## config.mk

```make
export PLATFORM = sky130hd
export DESIGN_NAME = btn_conditioner
export DESIGN_NICKNAME = d
export VERILOG_FILES = /design/src/rtl/btn_pkg.sv /design/src/rtl/btn_channel.sv /design/src/rtl/btn_conditioner.sv
export SDC_FILE = /design/constraint.sdc
export NUM_CORES = 1
export LEC_CHECK = 0
export CAP_MARGIN = 20
export CORE_UTILIZATION = 35
export CTS_BUF_LIST = sky130_fd_sc_hd__clkbuf_4
export DETAILED_ROUTE_END_ITERATION = 10
export PLACE_DENSITY = 0.56
export SLEW_MARGIN = 20
export SYNTH_ARGS = -nofsm -noshare
export SYNTH_HDL_FRONTEND = slang
export SYNTH_SLANG_ARGS = --single-unit
```

## constraint.sdc

```tcl
create_clock -name clk -period 2.5 [get_ports clk]
set_input_delay 0.375 -clock clk [delete_from_list [all_inputs] [get_ports clk]]
set_output_delay 0.375 -clock clk [all_outputs]
set_load 0.05 [all_outputs]
```

## src/rtl/btn_pkg.sv

```systemverilog
// Shared types and constants for the push-button conditioner.
// Holds the repeat-FSM state encoding and the counter sizing helper.
package btn_pkg;

    typedef enum logic [1:0] {
        IDLE,
        DELAY,
        REPEAT
    } rpt_state_t;

    // Defaults assume a 100 MHz system clock.
    localparam int DEF_DB_CYCLES  = 1_000_000;
    localparam int DEF_RPT_DELAY  = 40_000_000;
    localparam int DEF_RPT_PERIOD = 10_000_000;

    function automatic int ctr_width(input int a, input int b, input int c);
        int m;
        m = a;
        if (b > m) m = b;
        if (c > m) m = c;
        return (m < 2) ? 1 : $clog2(m);
    endfunction

endpackage

```

## src/rtl/btn_channel.sv

```systemverilog
// One button channel: two-flop synchronizer, debounce counter,
// registered press/release pulses and the auto-repeat FSM.
module btn_channel
    import btn_pkg::*;
#(
    parameter int DB_CYCLES  = DEF_DB_CYCLES,
    parameter int RPT_DELAY  = DEF_RPT_DELAY,
    parameter int RPT_PERIOD = DEF_RPT_PERIOD
) (
    input  logic clk,
    input  logic reset,
    input  logic btn_in,
    output logic btn_level,
    output logic btn_press,
    output logic btn_release,
    output logic btn_repeat
);

    localparam int W = ctr_width(DB_CYCLES, RPT_DELAY, RPT_PERIOD);
    localparam logic [W-1:0] DB_LAST  = W'(DB_CYCLES - 1);
    localparam logic [W-1:0] RD_LAST  = W'(RPT_DELAY - 1);
    localparam logic [W-1:0] RP_LAST  = W'(RPT_PERIOD - 1);

    logic         sync1_reg;
    logic         sync2_reg;
    logic         level_reg;
    logic         press_reg;
    logic         release_reg;
    logic         repeat_reg;
    logic         repeat_next;
    logic [W-1:0] cnt_reg;
    logic [W-1:0] rcnt_reg;
    logic [W-1:0] rcnt_next;
    rpt_state_t   state_reg;
    rpt_state_t   state_next;
    logic         accept;
    logic         accept_rise;
    logic         accept_fall;

    // A change is accepted on the edge where the count reaches its terminal value.
    assign accept      = (sync2_reg != level_reg) && (cnt_reg == DB_LAST);
    assign accept_rise = accept && sync2_reg;
    assign accept_fall = accept && !sync2_reg;

    always_ff @(posedge clk or negedge reset) begin
        if (!reset) begin
            sync1_reg   <= 1'b0;
            sync2_reg   <= 1'b0;
            level_reg   <= 1'b0;
            cnt_reg     <= '0;
            press_reg   <= 1'b0;
            release_reg <= 1'b0;
        end else begin
            sync1_reg   <= btn_in;
            sync2_reg   <= sync1_reg;
            press_reg   <= accept_rise;
            release_reg <= accept_fall;
            if (sync2_reg == level_reg) begin
                cnt_reg <= '0;
            end else if (cnt_reg == DB_LAST) begin
                level_reg <= sync2_reg;
                cnt_reg   <= '0;
            end else begin
                cnt_reg <= cnt_reg + 1'b1;
            end
        end
    end

    always_ff @(posedge clk or negedge reset) begin
        if (!reset) begin
            state_reg  <= IDLE;
            rcnt_reg   <= '0;
            repeat_reg <= 1'b0;
        end else begin
            state_reg  <= state_next;
            rcnt_reg   <= rcnt_next;
            repeat_reg <= repeat_next;
        end
    end

    // A release always takes priority over a repeat falling due on the same edge.
    always_comb begin
        state_next  = state_reg;
        rcnt_next   = rcnt_reg;
        repeat_next = 1'b0;
        case (state_reg)
            IDLE: begin
                if (accept_rise) begin
                    state_next  = DELAY;
                    rcnt_next   = '0;
                    repeat_next = 1'b1;
                end
            end
            DELAY: begin
                if (accept_fall) begin
                    state_next = IDLE;
                    rcnt_next  = '0;
                end else if (rcnt_reg == RD_LAST) begin
                    state_next  = REPEAT;
                    rcnt_next   = '0;
                    repeat_next = 1'b1;
                end else begin
                    rcnt_next = rcnt_reg + 1'b1;
                end
            end
            REPEAT: begin
                if (accept_fall) begin
                    state_next = IDLE;
                    rcnt_next  = '0;
                end else if (rcnt_reg == RP_LAST) begin
                    rcnt_next   = '0;
                    repeat_next = 1'b1;
                end else begin
                    rcnt_next = rcnt_reg + 1'b1;
                end
            end
            default: begin
                state_next = IDLE;
                rcnt_next  = '0;
            end
        endcase
    end

    assign btn_level   = level_reg;
    assign btn_press   = press_reg;
    assign btn_release = release_reg;
    assign btn_repeat  = repeat_reg;

endmodule

```

## src/rtl/btn_conditioner.sv

```systemverilog
// Multi-channel button front end: N_BTN independent conditioned channels
// assembled onto level/press/release/repeat buses.
module btn_conditioner
    import btn_pkg::*;
#(
    parameter int N_BTN      = 3,
    parameter int DB_CYCLES  = DEF_DB_CYCLES,
    parameter int RPT_DELAY  = DEF_RPT_DELAY,
    parameter int RPT_PERIOD = DEF_RPT_PERIOD
) (
    input  logic             clk,
    input  logic             reset,
    input  logic [N_BTN-1:0] btn_in,
    output logic [N_BTN-1:0] btn_level,
    output logic [N_BTN-1:0] btn_press,
    output logic [N_BTN-1:0] btn_release,
    output logic [N_BTN-1:0] btn_repeat
);

    generate
        for (genvar gi = 0; gi < N_BTN; gi++) begin : g_ch
            btn_channel #(
                .DB_CYCLES (DB_CYCLES),
                .RPT_DELAY (RPT_DELAY),
                .RPT_PERIOD(RPT_PERIOD)
            ) u_ch (
                .clk        (clk),
                .reset      (reset),
                .btn_in     (btn_in[gi]),
                .btn_level  (btn_level[gi]),
                .btn_press  (btn_press[gi]),
                .btn_release(btn_release[gi]),
                .btn_repeat (btn_repeat[gi])
            );
        end
    endgenerate

endmodule

```

==> impl_metrics.ini <==
[layout]
fillerInstances = 2688
utilization_pct = 44.83
drive_gt1_share_pct = 21.48
synthToLayoutAreaGrowth_pct = 24.50
numnets_final = 1230
postLayoutCellArea_mm2 = 0.01218
instances_no_fill = 1593

[timing]
final_critical_path_setup_slack_ns = -0.1219
period_minus_slack_ns = 2.622
grt_setup_unrepaired = true
final_setup_violating_endpoints = 22
fmax_mhz = 381.4
timing_hold_violations_final = 0
fin_worst_skew_ns = 0.03813
hold_slack_ns = 0.2192
max-slew-margin-rel_pct = 61.38
max_slew.worst_pin.slew_ns = 0.5775
final_clock_period_utilization_by_the_worst_path_pct = 104.9
fin_tns_setup_ns = -1.245
final_max_slew_viol_count = 0

[floorplanning]
core_mm2 = 0.02718
floorplan.io_pins = 17
design.die.area_mm2 = 0.02863
floorplan.initialDensity_pct = 36.01
fp.dieW_um = 169.2
die_h_um = 169.2
num_rows = 60

[global_route]
grt_remaining_overflow = 0
grt_pass1_vias = 8011
met1_track_usage_gr_pct = 23.38
gr-usage-all-layers_pct = 16.66
grt_busiest_layer = met2
grt_first_pass_wirelength_mm = 39.05
grt_max_degree = 58
fraction_of_met2_tracks_used_by_global_routing_pct = 26.48
number_of_antenna_violations_at_the_first_check_in_global_routing = 1
globalRouteMet3Util_pct = 3.358

[synth]
yosys.area_share.adder_pct = 2.301
seq_area_frac_synth_pct = 46.03
synth_top_cell_by_area = dfrtp_1
ys_warn_count = 0
synth-edff-count = 0
postSynthAreaPerCell_um2 = 9.249
portion_of_netlist_area_occupied_by_mux_cells_pct = 0.6393
synth.ff_latch_count = 180
synth_top_area_share_pct = 46.03
netlist-cell-type-count = 65
yosys.area_share.simple_pct = 28.95
post_synth_inst_count = 1058
mappedNetlistArea_mm2 = 0.009786
post_synth_net_total = 1081
synthTopCellsByArea = dfrtp_1 46%, nor2_1 5.3%, xor2_1 4.6%, nand2_1 4.3%, nand3_1 3.5%
dominantRegCellSynth = dfrtp_1
synth_top_family_by_area = simple AND/OR/NAND/NOR gates
synth-async-reset-ratio_pct = 100.0
fraction_of_the_mapped_netlist_area_in_compound_gates_pct = 12.66
synth-xor-area-share_pct = 6.265

[setup_path]
worstPathArrival_ns = 3.12
most_numerous_cell_on_the_critical_path = or4b_4
sort_of_element_at_the_start_of_the_critical_path = register
timing.critical_path.to_type = register
reg2reg_to = g_ch[1].u_ch.rcnt_reg[18]
worst_path_largest_cell_delay_ns = 0.54
critical_path_peak_fanout = 6
regToRegStartpoint = g_ch[1].u_ch.cnt_reg[10]
crit_path_buf_inv_count = 1
cpLargestDelayFamily = simple AND/OR/NAND/NOR gates
cpMaxStageDelayCell = or4b_4
cells_traversed_along_the_worst_timing_path = or4b_4 -> or4b_4 -> o41a_1 -> o21ai_4 -> nor2_4 -> buf_6 -> a221o_1
worstPathRequired_ns = 3.00
reg2reg_slack_ns = -0.12
timing_worst_setup_path_type = register to register
r2r.worst_path.cells = 7

[placed_design]
port_buffers = 16
postPlaceCellArea_mm2 = 0.01135
dpl.hpwl_mm = 15.28
routability_congestion_estimate = 0.8193
placed_cells_incl_taps = 1541
detailedPlace.worstSlack_ns = -0.1707

[clocking]
number_of_clock_buffers_inserted_by_tritoncts = 17
clock_tree.root_cell = clkbuf_4
tritoncts = yes
clk_buf_depth = 2
cts_num_sinks = 180
clk_latency_ns = 0.59
h_tree_lvl_count = 4
path_clk_slew_ns = 0.17

[hold_path]
hold-path-endpoint = g_ch[1].u_ch.sync1_reg
min-delay-start = btn_in[1]
worst_hold_path.num_cells = 1
holdCritPathClass = input pin to register

[pwr]
p_per_area_mw_per_mm2 = 395.4
totalPowerFinal_mw = 4.817
power.ir.vdd_worst_mv = 0.3072
leakage_nw = 5.382

[routing]
num_vias = 8321
post_drt_via_cell_ratio = 5.223
detail_route.wl_per_cell_um = 14.18
detail_route.drc_violations = 0
drtPass1Iterations = 7
drt-total-wl_mm = 22.60
drtAntennaViolNets = 0
detailed_router_s_first_iteration_violation_count = 492

[run]
maxCapViolCount = 0

[run_status]
status = finished with violations
failed_checks = setup timing
-- cells in the final DEF, fill, tap and decap left out, types with 19 or more instances in the layout --
master / n
nor2_1: 139
nand2_1: 111
inv_1: 20
xnor2_1: 19
a21o_1: 25
nor3_1: 39
dfrtp_1: 177
buf_4: 139
xor2_1: 51
nand3_1: 68
o21ai_0: 29
nand4_1: 42
-- Yosys cell counts, types with 15 or more instances --
library cell,instances
inv_1,20
nand2_1,112
nand3_1,68
nor3_1,41
xor2_1,51
ha_1,18
dfrtp_1,180
xnor2_1,19
clkbuf_1,27
nand4_1,42
and4_1,15
nor2_1,139
a21o_1,25
o21ai_0,45
nor4_1,26
a211o_1,17
-- routing by layer --
layer	routed length (um)	vias to the layer above	part of all wire [%]
met2	10590	92	47
met3	680	13	3.0
met5	0	-	0
li1	-	4143	-
met1	11180	4073	49
met4	150	0	0.66
-- power breakdown --
group | leakage, nW | switching, mW | internal [mW] | total (mW)
clock network | 0.156 | 1.17 | 0.557 | 1.73
registers | 2.49 | 0.0132 | 2.93 | 2.94
logic | 2.74 | 0.100 | 0.0462 | 0.146
-- area by class of cell --
| type | instances | area (um^2) | share of cell area, % |
|---|---|---|---|
| tap | 372 | 465.4 | 3.820 |
| clock inverter | 14 | 161.4 | 1.325 |
| multi-input combinational | 811 | 5311 | 43.60 |
| clock buffer | 18 | 135.1 | 1.109 |
| sequential | 180 | 4508 | 37.00 |
| antenna | 1 | 2.502 | 0.02054 |
| timing repair buffer | 177 | 1524 | 12.51 |
| inverter | 20 | 75.07 | 0.6162 |
-- kinds of logic (layout without fill, tap and decap cells) --
family	count (synthesis)	count (layout)
compound gates	169	169
fa+ha+maj	18	18
other cells	0	1
simple gates	548	548
mux	6	6
flops	180	180
buf+inv	67	229
xor+xnor	70	70
-- repair_timing --
| action | 4_1_cts | 5_1_grt |
|---|---|---|
| cloned | 0 | 3 |
| resized for setup | 17 | 72 |
| endpoints found under the hold margin | 44 | 0 |
| pin swaps | 0 | 23 |
| setup endpoints to repair | 59 | 73 |
| setup buffers | 1 | 14 |
| hold buffers | 1 | 0 |
-- how the worst max path moves through the flow --
stage,from,end,slack (ns),cells after the start
after floorplan,g_ch[1].u_ch.cnt_reg[10],g_ch[1].u_ch.rcnt_reg[3],-0.06,8
after global placement,g_ch[1].u_ch.cnt_reg[10],g_ch[1].u_ch.rcnt_reg[15],-0.13,7
after detailed placement,g_ch[1].u_ch.cnt_reg[10],g_ch[1].u_ch.rcnt_reg[21],-0.17,7
after CTS,g_ch[1].u_ch.cnt_reg[10],g_ch[1].u_ch.rcnt_reg[9],-0.09,7
after global routing,g_ch[1].u_ch.cnt_reg[10],g_ch[1].u_ch.rcnt_reg[18],-0.19,7
final,g_ch[1].u_ch.cnt_reg[10],g_ch[1].u_ch.rcnt_reg[18],-0.12,7
(Power assumes the default switching activity.)
